`src/rtl/imem_program_loader.sv`:
```
// imem_program_loader: packs a byte stream into 16-bit words, writes them to instruction memory, then releases the core
module imem_program_loader #(
  parameter int ADDR_W = 5,
  parameter int BYTE_W = 8,
  parameter int INST_W = 2 * BYTE_W
) (
  input  logic              clk,
  input  logic              reset,
  input  logic              in_valid,
  input  logic [BYTE_W-1:0] in_data,
  input  logic              in_last,
  output logic              in_ready,
  output logic              im_we,
  output logic [ADDR_W-1:0] im_addr,
  output logic [INST_W-1:0] im_wdata,
  output logic              core_reset,
  output logic              load_done,
  output logic [ADDR_W:0]   word_count,
  output logic              err
);
  typedef enum logic [2:0] {IDLE, LOAD_HI, LOAD_LO, FINISH, RUN, ERR} state_t;
  localparam logic [ADDR_W:0] CAP = {1'b1, {ADDR_W{1'b0}}};
  state_t state;
  logic [BYTE_W-1:0] hi;
  logic hs;
  assign hs = in_valid && in_ready;
  always_ff @(posedge clk) begin
    if (reset) begin
      state      <= IDLE;
      hi         <= '0;
      in_ready   <= 1'b0;
      im_we      <= 1'b0;
      im_addr    <= '0;
      im_wdata   <= '0;
      core_reset <= 1'b1;
      load_done  <= 1'b0;
      word_count <= '0;
      err        <= 1'b0;
    end else begin
      im_we <= 1'b0;
      case (state)
        IDLE: begin
          state    <= LOAD_HI;
          in_ready <= 1'b1;
        end
        LOAD_HI: if (hs) begin
          // a last flag on a high byte means an odd or empty program
          if (in_last || word_count == CAP) begin
            state    <= ERR;
            in_ready <= 1'b0;
            err      <= 1'b1;
          end else begin
            hi    <= in_data;
            state <= LOAD_LO;
          end
        end
        LOAD_LO: if (hs) begin
          im_we      <= 1'b1;
          im_addr    <= word_count[ADDR_W-1:0];
          im_wdata   <= {hi, in_data};
          word_count <= word_count + (ADDR_W+1)'(1);
          state      <= in_last ? FINISH : LOAD_HI;
          in_ready   <= !in_last;
        end
        FINISH: begin
          state      <= RUN;
          core_reset <= 1'b0;
          load_done  <= 1'b1;
        end
        default: ;
      endcase
    end
  end
endmodule

```
`config.mk`:
```
export PLATFORM = sky130hd
export DESIGN_NAME = imem_program_loader
export DESIGN_NICKNAME = d
export VERILOG_FILES = /design/src/rtl/imem_program_loader.sv
export SDC_FILE = /design/constraint.sdc
export NUM_CORES = 1
export LEC_CHECK = 0
export ABC_AREA = 1
export CAP_MARGIN = 20
export CELL_PAD_IN_SITES_DETAIL_PLACEMENT = 1
export CELL_PAD_IN_SITES_GLOBAL_PLACEMENT = 2
export CORE_UTILIZATION = 29
export CTS_CLUSTER_SIZE = 24
export DETAILED_ROUTE_END_ITERATION = 8
export PLACE_DENSITY_LB_ADDON = 0.1
export SLEW_MARGIN = 20
export SYNTH_ARGS = -nofsm -noshare
export SYNTH_HDL_FRONTEND = slang
export SYNTH_SLANG_ARGS = --single-unit
export TNS_END_PERCENT = 10
```
`constraint.sdc`:
```
create_clock -name clk -period 3.1 [get_ports clk]
set_clock_uncertainty 0.05 [all_clocks]
set_input_delay 0.93 -clock clk [delete_from_list [all_inputs] [get_ports clk]]
set_output_delay 0.93 -clock clk [all_outputs]
set_load 0.05 [all_outputs]
```
# --- Word level (Yosys, flattened, before mapping) ---
# Cells that the tools add are included.
# Widths: inputs -> output; s select.
totals:
  n_memories: 0
  mem_bits_ro: 0
  latch_bits: 0
  output_inout_bits: 32
  input_bits: 12
  reg_bits: 43
  ramBits: 0
classes:
  n_eq_ne: 7
  addsub: 1
  n_mul: 0
  n_reduce_logical: 12
  n_mux: 10
  bitwise_logic: 2
  order_cmp: 0
  div_mod_pow: 0
  n_shift: 0
ops:
  columns: ["cell", "count"]
  rows:
  - ["$pmux 3 s4", 1]
  - ["$mux 3", 3]
  - ["$reduce_and 3->1", 3]
  - ["$add 6x1->6 const B", 1]
  - ["$eq 3x2->1 const B", 2]
  - ["$eq 6x6->1 const B", 1]
  - ["$ne 2x2->1 const B", 3]
  - ["$mux 1", 4]
  - ["$reduce_and 4->1", 1]
  - ["$reduce_bool 4->1", 1]
  - ["$eq 3x1->1 const B", 1]
  - ["$logic_not 3->1", 1]
  - ["$pmux 1 s3", 1]
  - ["$reduce_bool 3->1", 1]
  - ["$mux 2", 1]
  - ["$not 1->1", 2]
  - ["$reduce_and 2->1", 1]
  - ["$reduce_or 2->1", 1]
  - ["$logic_and 1x1->1", 1]
  - ["$logic_not 1->1", 1]
  - ["$logic_or 1x1->1", 1]

# --- Logic depth before layout (Yosys ltp) ---
# Gate-level depths: netlist of run 1.
depth:
  word_depth: 5
  mapped_depth: 11
  ltp_nobuf: 11

# --- Worst setup path before layout of run 1 ---
# OpenSTA, ideal clock, no wires.
synth_timing:
  path_type: "input-to-reg"
  start: "in in_valid"
  end: "reg hi[7]"
  arrival_time_ns: 1.693
  stages: 6
  setup_ns: 0.119
  path_slack_ns: 1.237
  n_path_buf: 1
  required_ns: 2.931
  cell_sequence: "nand2_1 -> inv_1 -> nand4_4 -> buf_6 -> o21ai_0 -> a21oi_1"
synth_between:
  elab_chain_len: 2
synth_rtl:
  columns: ["item", "line", "source"]
  rows:
  - ["start, declared", "9", "input logic in_valid,"]
  - ["$logic_and 1x1->1", "26", "assign hs = in_valid && in_ready;"]
  - ["$reduce_and 3->1 (no source line)", null, null]
  - ["end signal, assigned", "53", "hi <= in_data;"]
  - ["end, declared", "24", "logic [BYTE_W-1:0] hi;"]
# No other way between the ends.
# A chain may end at the register's enable or synchronous reset.

# --- Final worst setup path of run 1 ---
layout_timing:
  start: "reg word_count[3]"
  end: "out word_count[3]"
layout_lines:
  columns: ["item", "line", "source"]
  rows:
  - ["start, declared", "18", "output logic [ADDR_W:0] word_count,"]
  - ["start signal, assigned", "61", "word_count <= word_count + (ADDR_W+1)'(1);"]
# No word-level cell between the ends.

==> results.yml, run 1 <==
outcome:
  run_status: "complete, no violations"
clock_network:
  tritoncts.num_buffers: 5
  cts_tree: "built"
  worstSkewPairLatency_ps: 280
  root_buffer: "clkbuf_8"
  clock_tree.buffer_depth: 2
  ctsResizeCount: 0
  clkSlewWorstSetupHoldPaths_ps: 80
  holdBufCountCts: 0
  cts.htree.levels: 2
  cts_num_sinks: 43
  cts_setup_buffers: 0
synth:
  synth_most_common_cell: "dfxtp_1"
  synth_cells: 211
  synth_top_flop_cell: "dfxtp_1"
  netlist.top_cell.by_area: "dfxtp_1"
  main_combinational_cell_family_by_area_after_synthesis: "simple AND/OR/NAND/NOR gates"
  synthTopCellsByArea: "dfxtp_1 (51%), a21oi_1 (8.6%), o21ai_0 (8.6%)"
  yosysUniqueCellTypes: 24
  async_set_reset_flop_share_out_of_synthesis_pct: 0
  synthesized_net_count: 225
  yosys_top_cell_area_share_pct: 51.3
  synth.mux.area_fraction_pct: 0
  synth_compound_area_share_pct: 18.0
  synth_warnings: 0
  synthXorXnorAreaFrac_pct: 0.522
  yosys.area_share.adder_pct: 1.49
  avgSynthCellArea_um2: 7.96
  yosys.area_share.simple_pct: 20.3
  synth_sequential_area_ratio_pct: 51.3
  ys_top_cells_by_count: "dfxtp_1 (43), nand2_1 (30), a21oi_1 (29), o21ai_0 (29), nor2_1 (27)"
  postSynthRegisterBits: 43
  synth_area_um2: 1680
  synth-edff-count: 0
worst_setup_path:
  cp-end-kind: "output pin"
  setup.worst_path.class: "flop to output pin"
  r2r_end: "hi[3]"
  timing.critical_path.slowest_stage_cell: "clkdlybuf4s50_1"
  critical_path_depth: 1
  timing.critical_path.from_type: "flop"
  crit_start: "word_count[3]"
  worst_path_largest_cell_delay_ps: 840
  cp_num_buf_inv: 1
  cp.required_ps: 2120
  r2r_slack_ps: 1460
  timing.critical_path.arrival_ps: 1580
  critical_path.reg2reg.startpoint: "word_count[1]"
  path_cells: "clkdlybuf4s50_1"
  rr_worst_depth: 8
  timing.critical_path.max_delay_family: "buffers and inverters"
  crit_end: "word_count[3]"
  path_max_fanout: 7
die:
  boundaryPins: 44
  die_y_um: 78.1
  start_util_pct: 30.3
  fp-row-count: 27
  area_enclosed_by_the_die_boundary_um2: 6100
  die_width_um: 78.1
  fp.coreArea_um2: 5540
route:
  first_iter_violations: 24
  drt_pre_antenna_iters: 3
  routed_via_density: 4.48
  detail_route.wl_per_cell_um: 12.1
  num_vias: 1473
  met3RoutedLength_um: 123
  ant_nets: 0
  maxUsedRoutingLayer: "met4"
  wl_um: 3990
  met2RoutedLength_um: 1810
  post_route_drc_violation_count: 0
  met1_length_um: 2020
pwr:
  max-vdd-ir-drop_mv: 0.212
  static-leakage-power_nw: 0.904
  power-per-cell-area_nw_per_um2: 583
global_routing:
  grt_pass1_vias: 1441
  grt_start_max_net_pins: 22
  grt_antenna_before_repair: 0
  globalRouteTotalUtil_pct: 14.2
  leftover_overflow_at_the_end_of_global_routing: 0
  global_route_wire_length_before_repair_um: 6820
worst_hold_path:
  hold_depth: 2
  worst_hold_path_type: "flop to flop"
sta:
  finalMaxSlewViolations: 0
  finalWorstPathRequiredPeriod_ps: 2560
  tns_ps: 0
  timing.final.ws_setup_ps: 539
  max_slew.worst_pin.slew_ps: 504
  fmaxAchievable_ghz: 0.390
  worst_slew_margin_rel_pct: 66.3
  setup_repair_after_global_routing_missed_its_margin: "false"
  hold_viol: 0
  final_setup_violating_endpoints: 0
  timing.final.crit_share_pct: 82.6
placed_design:
  place_area_um2: 2180
  routabilityCongestion: 0.718
  dp_hpwl_um: 2950
  post-place-ws_ps: 580
  numPortBuffers: 43
final_layout:
  layout-drive-gt1-share_pct: 7.78
  nets: 270
  num_antenna_cells: 0
  finish.instance_area_um2: 2280
  areaGrowthSynthToFinish_pct: 35.8
flow_run:
  drv.max_cap_violation_count: 0
cell usage in the layout (no fill, tap or decap), drive strengths merged, types with 2 or more instances in the layout:
cell type      instances
a21oi                 29
nor3                   3
nor2                  31
clkbuf                 8
clkdlybuf4s50         43
buf                    4
dfxtp                 43
ha                     2
o21ai                 30
nand3                  5
nand2                 32
inv                   24
routing by layer:
metal  up-vias  GRT usage [%]
met3         4           2.79
met4         0           3.89
met5         -              0
li1        764              -
met2        24           23.5
met1       681           18.7
worst min path at each step:
stage	from	to	slack (ps)
5_1_grt	core_reset	core_reset	430
6_report	core_reset	core_reset	400
2_1_floorplan	hi[1]	hi[1]	380
4_1_cts	core_reset	core_reset	410
3_3_place_gp	hi[1]	im_wdata[9]	390
3_5_place_dp	core_reset	core_reset	390
state kept, by name, indices dropped and copies added (netlist names):
name and flops:
im_wdata 16, hi 8, word_count 6, im_addr 5, state 3, core_reset 1, err 1, im_we 1
in_ready 1, load_done 1
cell families (layout without fill, tap and decap cells):
group,after synthesis,count (layout)
flops,43,43
compound gates,60,60
buf+inv,33,79
fa+ha+maj,2,2
xor+xnor,1,1
simple gates,72,72
area by class of cell:
cell class              count  area, um^2
well taps                  72        90.1
repair buffers             47         460
multi-input cells         135         678
fillers                   681        3260
inverters                  24        90.1
clock buffers               8         100
flip-flops and latches     43         861
where the power goes:
part           total (mW)  switching (mW)  internal, mW
logic               0.322           0.213         0.109
registers           0.623          0.0304         0.593
clock network       0.385           0.182         0.203
total                1.33           0.425         0.905
through the flow:
step / util, % / hold WS (ps) / power, mW / instances
2_1_floorplan: - / 379 / 0.866 / 211
3_3_place_gp: 39.3 / 394 / 0.962 / 321
3_5_place_dp: 39.3 / 386 / 0.962 / 321
4_1_cts: 41.1 / 406 / 1.36 / 329
5_1_grt: 41.1 / 426 / 1.41 / 329
6_report: 41.1 / 399 / 1.33 / 329
No activity file was read; power rests on OpenSTA's default activity.
==> run 2, diff against run 1 <==
CORE_UTILIZATION = 24   (was 29)
clock period = 2.15 ns   (was 3.1 ns; I/O delays follow)
==> run 2 against run 1 <==
Effect of this change: first-iteration DRC count increased by 71%; wire length increased by 9.9%; sequential power increased by 44%; count of clock-buffer cells in the layout decreased by 2; flip-flop and latch count unchanged; via count decreased by 0.61%; die area increased by 20%; largest cell class unchanged; critical endpoint is now hi[4]; clock power increased by 58%; register-to-register slack got worse by 920 ps; global-route usage decreased by 1.2 points.
==> results.yml, run 2 (same netlist as run 1, synthesis figures left out) <==
global_routing:
  leftover_overflow_at_the_end_of_global_routing: 0
  grt_antenna_before_repair: 0
  global_route_wire_length_before_repair_um: 7320
  globalRouteTotalUtil_pct: 13.0
  grt_pass1_vias: 1485
  grt_start_max_net_pins: 35
clock_network:
  clock_tree.buffer_depth: 2
  holdBufCountCts: 0
  root_buffer: "clkbuf_8"
  clkSlewWorstSetupHoldPaths_ps: 80
  cts_num_sinks: 43
  worstSkewPairLatency_ps: 290
  tritoncts.num_buffers: 5
  cts_tree: "built"
  cts.htree.levels: 2
sta:
  fmaxAchievable_ghz: 0.549
  final_setup_violating_endpoints: 0
  tns_ps: 0
  finalWorstPathRequiredPeriod_ps: 1820
  max_slew.worst_pin.slew_ps: 498
  worst_slew_margin_rel_pct: 66.8
  hold_viol: 0
  setup_repair_after_global_routing_missed_its_margin: "false"
  timing.final.crit_share_pct: 84.7
  finalMaxSlewViolations: 0
  hold-worst-slack_ps: 408
final_layout:
  layout.cells.most_common: "dfxtp_1"
  final_cells: 353
  most_frequent_cells_in_the_layout: "dfxtp_1 (43), buf_4 (35), nand2_1 (30)"
  nets: 271
  finish.instance_area_um2: 2260
  layout-drive-gt1-share_pct: 19.8
  top_regs: "im_wdata x16, hi x8, word_count x6"
  postLayoutCoreUtil_pct: 33.2
  register_name_with_the_most_flops: "im_wdata"
  num_antenna_cells: 0
  largest_register_ff_count: 16
  areaGrowthSynthToFinish_pct: 34.4
worst_setup_path:
  rr_worst_depth: 10
  timing.critical_path.from_type: "primary input"
  path_max_fanout: 16
  cp-end-kind: "flop"
  timing.critical_path.arrival_ps: 1950
  r2r_end: "in_ready"
  setup.worst_path.class: "primary input to flop"
  r2r_slack_ps: 540
  cp.required_ps: 2280
  critical_path.reg2reg.startpoint: "word_count[0]"
route:
  first_iter_violations: 41
  detail_route.wl_per_cell_um: 12.4
  num_vias: 1464
  wl_um: 4380
  drt_pre_antenna_iters: 4
  ant_nets: 0
  post_route_drc_violation_count: 0
  routed_via_density: 4.15
die:
  fp.coreArea_um2: 6790
  fp-row-count: 30
  area_enclosed_by_the_die_boundary_um2: 7340
  die_width_um: 85.6
  start_util_pct: 24.7
  boundaryPins: 44
  die_y_um: 85.6
worst_hold_path:
  hold_path.startpoint: "hi[7]"
  end_of_the_worst_hold_path: "hi[7]"
  worst_hold_path_type: "flop to flop"
  hold_depth: 2
pwr:
  power-per-cell-area_nw_per_um2: 871
  max-vdd-ir-drop_mv: 0.276
  static-leakage-power_nw: 0.994
placed_design:
  place_area_um2: 2150
  routabilityCongestion: 0.687
  dp_hpwl_um: 3200
  numPortBuffers: 43
  place.detailed.instances: 346
outcome:
  run_status: "complete, no violations"
flow_run:
  drv.max_cap_violation_count: 0
==> run 2: area by class of cell <==
type                    instances  area, um^2
repair buffers                 48         405
clock inverters                 1        30.0
clock buffers                   6        72.6
well taps                      96         120
multi-input cells             135         678
inverters                      24        90.1
flip-flops and latches         43         861
fillers                       832        4540
==> run 2: metrics by stage <==
step	total power [mW]	setup WS, ps
2_1_floorplan	1.25	346
3_3_place_gp	1.39	39.0
3_5_place_dp	1.39	-1.35
4_1_cts	2.01	12.1
5_1_grt	2.09	225
6_report	1.97	329
==> run 2: routing by layer <==
layer	share of wire [%]	track usage, %	up-vias
met3	3.2	2.79	2
met2	50	22.7	21
li1	-	-	763
met5	0	0	-
met4	0.66	4.09	0
met1	46	15.9	678
==> run 2: worst max-delay path by stage <==
stage / from / endpoint
after floorplan: word_count[0] / hi[7]
after global placement: in_valid / hi[2]
after detailed placement: in_valid / hi[4]
after CTS: im_wdata[13] / im_wdata[13]
after global routing: in_valid / hi[7]
final: in_valid / hi[4]
==> run 2: critical path, stage by stage <==
cell and delay (ps):
clkdlybuf4s50_1 460, nand2_1 180, inv_1 150, nand4_4 220, o21ai_0 220, a21oi_1 60
==> run 2: report_power, final <==
group,internal [mW],switching [mW],total [mW]
logic,0.150,0.309,0.458
registers,0.855,0.0450,0.900
clock network,0.341,0.268,0.609
total,1.35,0.622,1.97
==> run 2: repair_timing <==
action	in CTS	in global routing
gates resized for setup	0	1
setup endpoints to repair	0	1
setup buffers	0	0
